$ cat src/rtl/mini_mips_pkg.sv
// Shared Mini-MIPS definitions: opcode field position, default instruction
// width and the fetch FSM state encoding.
package mini_mips_pkg;
  localparam int OPC_MSB     = 15;
  localparam int OPC_LSB     = 12;
  localparam int INSTR_W_DEF = 16;

  typedef enum logic [1:0] {
    IDLE = 2'd0,
    REQ  = 2'd1,
    FULL = 2'd2
  } fetch_state_t;
endpackage

$ cat src/rtl/fetch_pc_reg.sv
// Program counter register: synchronous reset to RESET_PC, load beats
// increment, increment wraps modulo 2^ADDR_W.
module fetch_pc_reg #(
  parameter int                ADDR_W   = 8,
  parameter logic [ADDR_W-1:0] RESET_PC = '0
) (
  input  logic              clk,
  input  logic              rst_n,
  input  logic              load,
  input  logic              inc,
  input  logic [ADDR_W-1:0] load_pc,
  output logic [ADDR_W-1:0] pc
);
  logic [ADDR_W-1:0] pc_q, pc_d;

  always_comb begin
    pc_d = pc_q;
    if (load)     pc_d = load_pc;
    else if (inc) pc_d = pc_q + ADDR_W'(1);
  end

  always_ff @(posedge clk) begin
    if (!rst_n) pc_q <= RESET_PC;
    else        pc_q <= pc_d;
  end

  assign pc = pc_q;
endmodule

$ cat src/rtl/instruction_fetch.sv
// Mini-MIPS fetch stage: one outstanding request, one held instruction.
// Optional accepted-instruction counter enabled by FETCH_PERF_CNT_EN.
module instruction_fetch
  import mini_mips_pkg::*;
#(
  parameter int                ADDR_W   = 8,
  parameter int                INSTR_W  = INSTR_W_DEF,
  parameter logic [ADDR_W-1:0] RESET_PC = '0
) (
  input  logic               clk,
  input  logic               rst_n,
  output logic               imem_req,
  output logic [ADDR_W-1:0]  imem_addr,
  input  logic               imem_ack,
  input  logic [INSTR_W-1:0] imem_rdata,
  output logic               if_valid,
  output logic [INSTR_W-1:0] if_instr,
  output logic [3:0]         if_opcode,
  output logic [ADDR_W-1:0]  if_pc,
  input  logic               if_ready,
  input  logic               redirect,
`ifdef FETCH_PERF_CNT_EN
  input  logic [ADDR_W-1:0]  redirect_pc,
  output logic [15:0]        perf_fetch_cnt
`else
  input  logic [ADDR_W-1:0]  redirect_pc
`endif
);
  fetch_state_t       state_q, state_d;
  logic               imem_req_q, imem_req_d;
  logic               if_valid_q, if_valid_d;
  logic [INSTR_W-1:0] if_instr_q, if_instr_d;
  logic [ADDR_W-1:0]  if_pc_q, if_pc_d;
  logic [ADDR_W-1:0]  pc;
  logic               pc_inc;

  fetch_pc_reg #(.ADDR_W(ADDR_W), .RESET_PC(RESET_PC)) u_pc (
    .clk     (clk),
    .rst_n   (rst_n),
    .load    (redirect),
    .inc     (pc_inc),
    .load_pc (redirect_pc),
    .pc      (pc)
  );

  // Redirect squashes whatever is held or in flight, including a same-cycle ack.
  always_comb begin
    state_d    = state_q;
    if_valid_d = if_valid_q;
    if_instr_d = if_instr_q;
    if_pc_d    = if_pc_q;
    pc_inc     = 1'b0;
    if (redirect) begin
      state_d    = IDLE;
      if_valid_d = 1'b0;
    end else begin
      case (state_q)
        IDLE: state_d = REQ;
        REQ: if (imem_ack) begin
          if_instr_d = imem_rdata;
          if_pc_d    = pc;
          if_valid_d = 1'b1;
          pc_inc     = 1'b1;
          state_d    = FULL;
        end
        FULL: if (if_ready) begin
          if_valid_d = 1'b0;
          state_d    = REQ;
        end
        default: state_d = IDLE;
      endcase
    end
    imem_req_d = (state_d == REQ);
  end

  always_ff @(posedge clk) begin
    if (!rst_n) begin
      state_q    <= IDLE;
      imem_req_q <= 1'b0;
      if_valid_q <= 1'b0;
      if_instr_q <= '0;
      if_pc_q    <= '0;
    end else begin
      state_q    <= state_d;
      imem_req_q <= imem_req_d;
      if_valid_q <= if_valid_d;
      if_instr_q <= if_instr_d;
      if_pc_q    <= if_pc_d;
    end
  end

  assign imem_req  = imem_req_q;
  assign imem_addr = pc;
  assign if_valid  = if_valid_q;
  assign if_instr  = if_instr_q;
  assign if_opcode = if_instr_q[OPC_MSB:OPC_LSB];
  assign if_pc     = if_pc_q;

`ifdef FETCH_PERF_CNT_EN
  // A transfer counts even when a redirect lands on the same edge.
  logic [15:0] perf_cnt_q, perf_cnt_d;

  always_comb begin
    perf_cnt_d = perf_cnt_q;
    if (if_valid_q && if_ready && perf_cnt_q != 16'hFFFF) perf_cnt_d = perf_cnt_q + 16'd1;
  end

  always_ff @(posedge clk) begin
    if (!rst_n) perf_cnt_q <= '0;
    else        perf_cnt_q <= perf_cnt_d;
  end

  assign perf_fetch_cnt = perf_cnt_q;
`endif
endmodule

$ cat config.mk
export PLATFORM = sky130hd
export DESIGN_NAME = instruction_fetch
export DESIGN_NICKNAME = d
export VERILOG_FILES = /design/src/rtl/mini_mips_pkg.sv /design/src/rtl/fetch_pc_reg.sv /design/src/rtl/instruction_fetch.sv
export SDC_FILE = /design/constraint.sdc
export NUM_CORES = 1
export LEC_CHECK = 0
export BUFFER_PORTS_ARGS = -buffer_cell sky130_fd_sc_hd__buf_2
export CAP_MARGIN = 40
export CORE_UTILIZATION = 45
export CTS_CLUSTER_SIZE = 12
export DETAILED_ROUTE_END_ITERATION = 16
export PLACE_DENSITY_LB_ADDON = 0.15
export SLEW_MARGIN = 20
export SYNTH_ARGS = -nofsm -noshare
export SYNTH_HDL_FRONTEND = slang
export SYNTH_SLANG_ARGS = --single-unit
$ cat constraint.sdc
create_clock -name clk -period 1.47 [get_ports clk]
set_input_delay 0.0735 -clock clk [delete_from_list [all_inputs] [get_ports clk]]
set_output_delay 0.0735 -clock clk [all_outputs]
set_load 0.01 [all_outputs]
---- After elaboration in Yosys (flattened, before gate mapping) ----
Index checks and enable logic that the tools add are counted.
storage, ports and cells
  register bits after elaboration ......... 36
  bits of input ports ..................... 29
  output and inout bits ................... 38
  word-level logic and storage cells ...... 32
cells by class
  add/subtract/negate cells ............... 1
  equal/unequal tests ..................... 5
  mux-type cells .......................... 12
  bitwise logic cells ..................... 2
  reduce and logical (&&, ||, !) cells .... 6
operator list
  cell                 count
  $mux 8               2
  $add 8x1->8 const B  1
  $mux 2               3
  $pmux 2 s3           1
  $reduce_and 3->1     2
  $mux 1               5
  $eq 2x1->1 const B   2
  $ne 2x2->1 const B   2
  $reduce_bool 2->1    2
  $eq 2x2->1 const B   1
  $logic_not 2->1      1
  $not 1->1            2
  $pmux 1 s2           1
  $reduce_or 2->1      1

---- Logic depth before layout (Yosys ltp) ----
Gate-level depths: netlist of run 1.
  depth in word-level cells ............... 5
  depth in mapped cells ................... 5
  mapped depth without buffers ............ 4

---- Cells and area by module ----
Synthesis of run 1 repeated with hierarchy kept, for this count alone.
second synthesis, totals
  cells, all modules ...................... 182
  area, all modules ....................... 1566.5 µm²
by module, submodules not included
  module             times used  cells an instance  area an instance (µm²)  sequential area each (µm²)
  instruction_fetch  1           127                1104.8                  560.5
  fetch_pc_reg       1           55                 461.7                   160.2

---- Worst setup path after synthesis of run 1 ----
OpenSTA, ideal clock, no wires.
  path kind ............................... flip-flop to flip-flop
  start point ............................. register u_pc.pc_q[0] (netlist: u_pc.pc[0])
  end point ............................... register u_pc.pc_q[4] (netlist: u_pc.pc[4])
  library setup time ...................... 74 ps
  data arrival time ....................... 1258 ps
  data required time ...................... 1396 ps
  path slack .............................. 137 ps
  cell stages (with the launch flop) ...... 5
  path buffers ............................ 0
  clock period less this slack ............ 1333 ps
  path through ............................ dfxtp_1 > ha_1 > nand4b_1 > or3_1 > a31oi_1
between the ends
  word-level cells in the longest chain between the ends .. 3
RTL lines
  what                    line                text
  start, declared         fetch_pc_reg.sv:14  logic [ADDR_W-1:0] pc_q, pc_d;
  start signal, assigned  fetch_pc_reg.sv:24  else pc_q <= pc_d;
  $add 8x1->8             fetch_pc_reg.sv:19  else if (inc) pc_d = pc_q + ADDR_W'(1);
  $mux 8                  fetch_pc_reg.sv:19
  $mux 8                  fetch_pc_reg.sv:18  if (load) pc_d = load_pc;
Every way passes these cells. The select of a mux whose other input is x is not followed.
A chain may end at the register's enable or synchronous reset.

---- Final worst setup path of run 1 ----
  start point ............................. register state_q[0]
  end point ............................... register u_pc.pc_q[5] (netlist: u_pc.pc[5])
between the ends
  word-level cells in the longest chain between the ends .. 4
RTL lines
  what                         line                     text
  start, declared              instruction_fetch.sv:29  fetch_state_t state_q, state_d;
  start signal, assigned       instruction_fetch.sv:84  state_q <= state_d;
  $eq 2x1->1                   instruction_fetch.sv:57  case (state_q)
  $mux 1                       instruction_fetch.sv:57
  $mux 1                       instruction_fetch.sv:53  if (redirect) begin
  $reduce_bool 2->1 (no line)  -
Every way passes these cells.

==> results of run 1 <==
layout by cell type (no fill, tap or decap), types with 2 or more instances in the layout:
cell type / count
sky130_fd_sc_hd__a21boi_1: 24
sky130_fd_sc_hd__a21oi_1: 7
sky130_fd_sc_hd__a31oi_1: 4
sky130_fd_sc_hd__buf_2: 66
sky130_fd_sc_hd__buf_4: 7
sky130_fd_sc_hd__clkbuf_4: 5
sky130_fd_sc_hd__dfxtp_1: 36
sky130_fd_sc_hd__dlygate4sd3_1: 16
sky130_fd_sc_hd__inv_1: 2
sky130_fd_sc_hd__nand2_1: 52
sky130_fd_sc_hd__nand3_1: 3
sky130_fd_sc_hd__nor2_1: 2
sky130_fd_sc_hd__nor4_1: 2
sky130_fd_sc_hd__o21ai_0: 11
sky130_fd_sc_hd__or3_1: 3
sky130_fd_sc_hd__xor2_1: 2
flip-flops by register name, indices dropped and copies added (netlist names):
signal    count
if_instr     16
if_pc         8
u_pc.pc       8
state_q       2
if_valid      1
imem_req      1
worst paths after layout:
| path | from | to | slack (ps) |
|---|---|---|---|
| min reg2reg | if_pc[0] | if_pc[0] | 450 |
| max reg2reg | state_q[0] | u_pc.pc[5] | 130 |
| max | state_q[0] | u_pc.pc[5] | 130 |
| min | redirect_pc[0] | u_pc.pc[0] | 20 |
power breakdown:
part / switching, uW / internal, uW
Combinational: 114 / 131
Clock: 311 / 357
Sequential: 25.3 / 1010
Total: 450 / 1490
area by class of cell:
class,count,area (um^2)
Clock buffer,6,41.3
Sequential cell,36,721
Timing Repair Buffer,90,563
Clock inverter,2,35.0
Fill cell,287,995
Multi-Input combinational cell,126,711
Inverter,2,7.51
Tap cell,44,55.1
timing repair:
item,in CTS,in global routing
buffers inserted,0,0
hold buffers,16,0
endpoints found under the hold margin,16,0
logic make-up (layout without fill, tap and decap cells):
family	count (synthesis)	in the layout	synth area share, %
AO/OA/AOI/OAI	50	50	21.8
buffers and inverters	16	100	5.38
XOR/XNOR	2	2	1.16
multiplexers	1	1	0.662
flip-flops	36	36	47.6
adder cells (fa/ha/maj)	1	1	0.827
AND/OR/NAND/NOR	72	72	22.5
metal layers:
metal	GRT usage, %	vias to the layer above	part of all wire, %
li1	-	768	-
met1	23.2	676	45
met2	34.6	48	47
met3	5.63	6	6.2
met4	7.97	0	1.6
met5	0	-	0
through the flow:
step	util [%]	hold slack, ps	worst slack, ps	area [um^2]	power, uW
after floorplan	-	208	137	1510	1160
after global placement	60.6	316	186	1900	1260
after detailed placement	60.6	319	153	1900	1270
after CTS	68.2	13.5	134	2130	1960
after global routing	68.2	29.7	26.7	2130	2040
final	68.2	24.1	129	2130	1940
critical path: cells and delay by family, from the launching register on:
family / cells / cell delay [ps]
AND/OR/NAND/NOR: 2 / 620
flip-flops: 1 / 500
AO/OA/AOI/OAI: 1 / 160
==> metrics.md, run 1 <==
| Metric | Value |
|---|---|
| Number of diodes added for antenna fixing | 0 |
| Area growth from synthesis to layout | 41.0% |
| Worst slew margin relative to its limit | 76.5% |
| YS warnings | 0 |
| Synth Flop Type | sky130_fd_sc_hd__dfxtp_1 |
| Clock tree root driver cell | sky130_fd_sc_hd__clkbuf_4 |
| Pin count of the biggest net entering global routing | 25 |
| Kind of critical path | flip-flop to flip-flop |
| Crit Path Max Fanout | 7 |
| Overall overflow remaining after global route | 0 |
| Number of flops mapped to enable cells by yosys | 0 |
| Setup total negative slack | 0 ps |
| Worst Hold Depth | 3 |
| Synth top cells by count | sky130_fd_sc_hd__nand2_1, sky130_fd_sc_hd__dfxtp_1, sky130_fd_sc_hd__a21boi_1 |
| Antenna violations before repair | 0 |
| Net Count, Synth | 208 |
| Vias per inst | 4.90 |
| Share of the clock period used by the worst path | 91.2% |
| Max-Cap Viols | 0 |
| Worst-case clock skew | 11.0 ps |
| Inst Count DP | 282 |
| Hold/Removal Path Class | input pin to flip-flop |
| Unrepaired setup endpoints after global routing | no |
| Critical Path Slowest Stage Cell | sky130_fd_sc_hd__dfxtp_1 |
| Required time reported for the critical path endpoint | 1730 ps |
| Routed via count | 1498 |
| Non-filler instance count after layout | 306 |
| Detail-routed net length per standard cell | 11.3 um |
| Buffers added on ports | 66 |
| Portion of the post-synthesis area used by sequential elements | 47.6% |
| CTS tree | done |
| Routability-driven placement congestion ratio | 0.845 |
| Starting DRC count in detailed routing | 59 |
| Setup Viol. Count Final | 0 |
| Min Clock Period, post-route | 1340 ps |
| DIE WIDTH | 60.0 um |
| IR Drop Worst-Case VDD | 762 uV |
| CP Data Arrival Time | 1600 ps |
| Fraction of layout cells with a size suffix above 1 | 32.1% |
| Capturing element type of the critical path | flip-flop |
| Die Area | 0.00360 mm^2 |
| Fin. Hold Viols | 0 |
| Pwr dens | 911 mW/mm^2 |
| Share of the synthesized area in the top cell type | 47.6% |
| CTS Buffer Depth | 2 |
| Number of nets in the finished design | 291 |
| Max H-tree Level | 2 |
| I/O pins | 67 |
| Vias in the first global route | 1267 |
| Wire length after detailed routing | 3470 um |
| Routed Antenna Nets | 0 |
| Number of gates resized after CTS | 0 |
| # clock sinks | 36 |
| Top area cells in the synthesized netlist | sky130_fd_sc_hd__dfxtp_1, sky130_fd_sc_hd__nand2_1, sky130_fd_sc_hd__a21boi_1 |
| Kind of start point of the critical path | flip-flop |
| Flip-flop and latch count after synthesis | 36 |
| Transition at the pin with the smallest max-transition slack | 352 ps |
| Mean cell area of the mapped netlist | 8.50 um^2 |
| Core Region | 0.00313 mm^2 |
| Summed instance area of the synthesized netlist | 0.00151 mm^2 |
| Total clock buffers created by CTS | 5 |
| Achievable frequency | 746 MHz |
| Clock-pin transition on the worst setup and hold timing paths | 100 ps |
| Library cell occupying the most area in the post-synthesis netlist | sky130_fd_sc_hd__dfxtp_1 |
| Cells along the critical path | nand3b_4, or4_1, a31oi_1 |
| Remaining routing DRC violations | 0 |
| Number of standard cells after synthesis | 178 |
| Die H | 60.0 um |
| Wire length of the first global-routing pass | 5400 um |
| Router iterations before antenna repair | 4 |
| Final HPWL DP | 2340 um |
| Run status | finished, final reports clean |
| CP max stage delay | 500 ps |
| Depth of the worst register-to-register path | 3 |
| Asr flop ratio synth | 0% |
| Site Rows | 20 |
| Netlist cell types | 31 |
| Most instantiated library cell after synthesis | sky130_fd_sc_hd__nand2_1 |
| Leakage power of the design | 0.000953 uW |
| Initial core utilization | 48.4% |
| Overall track demand over capacity in global routing | 20.0% |
| Max-slew violation total from the final report | 0 |
| Clock latency on the worst-skew pair | 320 ps |
Note: power is estimated with default switching activity, not from simulation.
==> run 2, diff against run 1 <==
Settings changed: CTS_BUF_LIST set to sky130_fd_sc_hd__clkbuf_4 sky130_fd_sc_hd__clkbuf_8 sky130_fd_sc_hd__clkbuf_16, SLEW_MARGIN 20 to not set.
==> metrics.md, run 2 (synthesis gave the netlist of run 1 again) <==
| Metric | Value |
|---|---|
| Critical Path Slowest Stage Cell | sky130_fd_sc_hd__dfxtp_1 |
| Antenna violations before repair | 0 |
| Max-Cap Viols | 0 |
| Routed Antenna Nets | 0 |
| Hold/Removal Path Class | input pin to flip-flop |
| Pwr dens | 920 mW/mm^2 |
| Commonest cells after routing, fill and taps aside | sky130_fd_sc_hd__buf_2, sky130_fd_sc_hd__nand2_1, sky130_fd_sc_hd__dfxtp_1, sky130_fd_sc_hd__a21boi_1, sky130_fd_sc_hd__dlygate4sd3_1 |
| Met3 Use GR | 5.63% |
| Worst-case clock skew | 7.20 ps |
| Overall overflow remaining after global route | 0 |
| IR Drop Worst-Case VDD | 755 uV |
| Setup Viol. Count Final | 0 |
| Most frequent standard cell in the layout excluding fill and tap cells | sky130_fd_sc_hd__buf_2 |
| Destination of the worst register-to-register timing path | u_pc.pc[4] |
| First element of the critical path | state_q[0] |
| Vias per inst | 4.96 |
| Pin count of the biggest net entering global routing | 25 |
| Overall track demand over capacity in global routing | 20.4% |
| Core Region | 0.00313 mm^2 |
| Wire length after detailed routing | 3480 um |
| DIE WIDTH | 60.0 um |
| Vias in the first global route | 1279 |
| Final HPWL DP | 2340 um |
| Area growth from synthesis to layout | 41.3% |
| # clock sinks | 36 |
| Busiest grt layer | met2 |
| Clock-pin transition on the worst setup and hold timing paths | 100 ps |
| Total number of cells along the worst setup path | 3 |
| Leakage power of the design | 0.000956 uW |
| Met1 track demand over resource in global routing | 23.1% |
| Max H-tree Level | 2 |
| Router iterations before antenna repair | 4 |
| Die Area | 0.00360 mm^2 |
| Initial core utilization | 48.4% |
| Power consumption | 1970 uW |
| Met2 routing resource usage after global routing | 34.6% |
| Inst Count DP | 282 |
| Detail-routed net length per standard cell | 11.4 um |
| Starting DRC count in detailed routing | 58 |
| Worst reg2reg setup slack | 130 ps |
| Capturing element type of the critical path | flip-flop |
| Min Clock Period, post-route | 1340 ps |
| Setup total negative slack | 0 ps |
| Crit-path leading delay family | simple AND/OR/NAND/NOR gates |
| Number of diodes added for antenna fixing | 0 |
| I/O pins | 67 |
| Non-filler instance count after layout | 306 |
| Largest register FFs | 16 |
| Critical path buffer and inverter count | 0 |
| Worst slew margin relative to its limit | 76.5% |
| Depth of the worst register-to-register path | 3 |
| Achievable frequency | 744 MHz |
| Unrepaired setup endpoints after global routing | no |
| CTS tree | done |
| DP Worst Slack | 153 ps |
| Required time reported for the critical path endpoint | 1740 ps |
| Share of the clock period used by the worst path | 91.5% |
| Die H | 60.0 um |
| Routed via count | 1519 |
| Remaining routing DRC violations | 0 |
| Buffers added on ports | 66 |
| Transition at the pin with the smallest max-transition slack | 352 ps |
| Crit Path Max Fanout | 7 |
| CP Data Arrival Time | 1620 ps |
| Worst setup slack after layout | 125 ps |
| Fraction of layout cells with a size suffix above 1 | 32.4% |
| Site Rows | 20 |
| Run status | finished, final reports clean |
| Number of nets in the finished design | 291 |
| Fin. Hold Viols | 0 |
| Cells along the critical path | nand4b_1, or3_1, a31oi_1 |
| Wire length of the first global-routing pass | 5410 um |
| Routability-driven placement congestion ratio | 0.845 |
| Clock tree root driver cell | sky130_fd_sc_hd__clkbuf_4 |
| Kind of start point of the critical path | flip-flop |
| RR Startpoint | state_q[0] |
| Max-slew violation total from the final report | 0 |
| Clock latency on the worst-skew pair | 340 ps |
| Setup bufs post-CTS | 0 |
| CP max stage delay | 500 ps |
| Total clock buffers created by CTS | 5 |
| Kind of critical path | flip-flop to flip-flop |
| CTS Buffer Depth | 2 |
| Endpoint of the worst setup timing path | u_pc.pc[4] |
==> run 2: cell count changes in the layout (fill, tap and decap cells not counted) <==
| cell | previous run | this run |
|---|---|---|
| sky130_fd_sc_hd__clkbuf_1 | 1 | 0 |
| sky130_fd_sc_hd__clkbuf_4 | 5 | 6 |
==> run 2: worst min path at each step <==
| stage | slack (ps) | endpoint | depth (start not counted) | start |
|---|---|---|---|---|
| after floorplan | 210 | if_instr[0] | 2 | imem_rdata[0] |
| after global placement | 320 | if_instr[12] | 3 | imem_rdata[12] |
| after detailed placement | 320 | if_instr[12] | 3 | imem_rdata[12] |
| after CTS | 3 | u_pc.pc[2] | 3 | redirect_pc[2] |
| after global routing | 20 | u_pc.pc[0] | 3 | redirect_pc[0] |
| final | 9 | u_pc.pc[0] | 3 | redirect_pc[0] |
==> run 2: through the flow <==
stage | cell area [um^2] | util [%] | hold slack, ps
floorplan | 1510 | - | 208
global placement | 1900 | 60.6 | 316
detailed placement | 1900 | 60.6 | 319
CTS | 2140 | 68.3 | 2.82
global route | 2140 | 68.3 | 21.7
finish | 2140 | 68.3 | 8.80
==> run 2: cell type report <==
cell class / instances / area [um^2]
clock buffer: 6 / 45.0
inverter: 2 / 7.51
clock inverter: 2 / 35.0
fill: 286 / 991
multi-input combinational: 126 / 711
tap: 44 / 55.1
timing repair buffer: 90 / 563
sequential: 36 / 721
==> run 2: report_power, final <==
part / internal [uW] / switching [uW] / total (uW) / leakage [uW]
registers: 1010 / 25.1 / 1030 / 0.000293
clock network: 375 / 316 / 691 / 0.0000456
logic: 131 / 114 / 245 / 0.000617
==> run 2: repair_timing <==
item                      CTS  global route
hold endpoints to repair   16             0
hold buffers               16             0
resized for setup           0             0
==> run 2: metal layers <==
| metal | part of all wire (%) | vias up |
|---|---|---|
| li1 | - | 771 |
| met1 | 44 | 681 |
| met2 | 47 | 57 |
| met3 | 7.0 | 10 |
| met4 | 2.5 | 0 |
| met5 | 0 | - |
==> run 2: worst register-to-register path, cell delays in order, from the launching register on <==
cell and delay (ps):
sky130_fd_sc_hd__dfxtp_1 500, sky130_fd_sc_hd__nand4b_1 270, sky130_fd_sc_hd__or3_1 370, sky130_fd_sc_hd__a31oi_1 150
==> run 3, diff against run 2 <==
Settings changed: GPL_ROUTABILITY_DRIVEN set to 0, PLACE_DENSITY set to 0.77, PLACE_DENSITY_LB_ADDON 0.15 to not set.
==> metrics.md, run 3 (synthesis gave the netlist of run 1 again) <==
| Metric | Value |
|---|---|
| Vias per inst | 5.01 |
| Clock latency on the worst-skew pair | 330 ps |
| CP Data Arrival Time | 1610 ps |
| Max Used Layer | met4 |
| Die Area | 0.00360 mm^2 |
| Crit-path leading delay family | simple AND/OR/NAND/NOR gates |
| Max-slew violation total from the final report | 0 |
| Detailed-routed wire length on met2 | 1950 um |
| Commonest cells after routing, fill and taps aside | sky130_fd_sc_hd__buf_2, sky130_fd_sc_hd__nand2_1, sky130_fd_sc_hd__dfxtp_1, sky130_fd_sc_hd__a21boi_1, sky130_fd_sc_hd__dlygate4sd3_1 |
| I/O pins | 67 |
| Total number of cells along the worst setup path | 3 |
| Max-Cap Viols | 0 |
| Final core utilization | 68.4% |
| Capturing element type of the critical path | flip-flop |
| Antenna violations before repair | 0 |
| Area of the multi-input gates | 711 um^2 |
| Area growth from synthesis to layout | 41.4% |
| Required time reported for the critical path endpoint | 1740 ps |
| Min Hold Slack | 10.3 ps |
| Max H-tree Level | 2 |
| Clock tree root driver cell | sky130_fd_sc_hd__clkbuf_4 |
| Total clock buffers created by CTS | 5 |
| Wire length after detailed routing | 3820 um |
| Worst setup slack after layout | 125 ps |
| Length of routed met3 wiring | 178 um |
| Pin count of the biggest net entering global routing | 21 |
| Routed via count | 1543 |
| Initial core utilization | 48.4% |
| Unrepaired setup endpoints after global routing | no |
| Site Rows | 20 |
| Depth of the worst register-to-register path | 3 |
| Vias in the first global route | 1361 |
| Hold buffer count at cts | 18 |
| Worst-case clock skew | 1.65 ps |
| Share of the clock period used by the worst path | 91.5% |
| Fin. Hold Viols | 0 |
| Crit Path Max Fanout | 7 |
| Number of nets in the finished design | 293 |
| Overall track demand over capacity in global routing | 22.2% |
| Final HPWL DP | 2440 um |
| Buffers added on ports | 66 |
| Achievable frequency | 743 MHz |
| Core Region | 0.00313 mm^2 |
| DP Worst Slack | 155 ps |
| Min Clock Period, post-route | 1350 ps |
| IR Drop Worst-Case VDD | 468 uV |
| Number of diodes added for antenna fixing | 0 |
| Setup total negative slack | 0 ps |
| CTS tree | done |
| Wire length of the first global-routing pass | 5830 um |
| Remaining routing DRC violations | 0 |
| Sequential cell area | 721 um^2 |
| Hold/Removal Path Class | input pin to flip-flop |
| Run status | finished, final reports clean |
| Critical path buffer and inverter count | 0 |
| Routed Antenna Nets | 0 |
| Starting DRC count in detailed routing | 69 |
| Overall overflow remaining after global route | 0 |
| Transition at the pin with the smallest max-transition slack | 274 ps |
| Kind of critical path | flip-flop to flip-flop |
| Critical Path Slowest Stage Cell | sky130_fd_sc_hd__dfxtp_1 |
| Filler instances | 263 |
| Largest register FFs | 16 |
| Fraction of layout cells with a size suffix above 1 | 32.2% |
| Router iterations before antenna repair | 4 |
| Pwr dens | 855 mW/mm^2 |
| Die H | 60.0 um |
| Worst Hold Depth | 3 |
| # clock sinks | 36 |
| Worst slew margin relative to its limit | 81.7% |
| Cells along the critical path | nand4b_1, or3_1, a31oi_1 |
| Number of gates resized after CTS | 0 |
| Setup bufs post-CTS | 0 |
| Clock-pin transition on the worst setup and hold timing paths | 100 ps |
| M1 wire length | 1640 um |
| Kind of start point of the critical path | flip-flop |
| CP max stage delay | 490 ps |
| DIE WIDTH | 60.0 um |
| Most frequent standard cell in the layout excluding fill and tap cells | sky130_fd_sc_hd__buf_2 |
| Setup Viol. Count Final | 0 |
| Leakage power of the design | 0.000956 uW |
| Detail-routed net length per standard cell | 12.4 um |
| CTS Buffer Depth | 2 |
[run 3: area by class of cell]
type                    instances  share of cell area [%]
clock buffers                   6                    2.40
clock inverters                 2                   0.468
flip-flops and latches         36                    33.7
inverters                       2                   0.351
repair buffers                 92                    27.3
well taps                      44                    2.57
multi-input cells             126                    33.2
[run 3: worst paths after layout]
kind	from	endpoint	slack (ps)
worst max-delay path	state_q[0]	u_pc.pc[6]	120
worst min register to register	if_pc[3]	if_pc[3]	450
worst min-delay path	redirect_pc[2]	u_pc.pc[2]	10
worst max register to register	state_q[0]	u_pc.pc[6]	120
[run 3: worst register-to-register path: cells and delay by family (launching register included)]
family	cells	cell delay, ps
DFF	1	490
AOI/OAI and AO/OA	1	160
and+or+nand+nor	2	630
[run 3: through the flow]
step / power (uW) / area [um^2] / std cells
after floorplan: 1160 / 1510 / 178
after global placement: 1260 / 1900 / 282
after detailed placement: 1260 / 1900 / 282
after CTS: 1840 / 2140 / 308
after global routing: 1920 / 2140 / 308
final: 1830 / 2140 / 308
[run 3: metal layers]
metal / GRT usage (%) / vias to the layer above
met2: 42.2 / 52
met3: 6.93 / 7
met1: 23.5 / 704
met5: 0 / -
li1: - / 780
met4: 4.98 / 0
[run 3: power breakdown]
part	total [uW]	switching, uW	internal [uW]
clock network	548	320	228
logic	247	114	133
registers	1030	27.6	1010
total	1830	462	1370
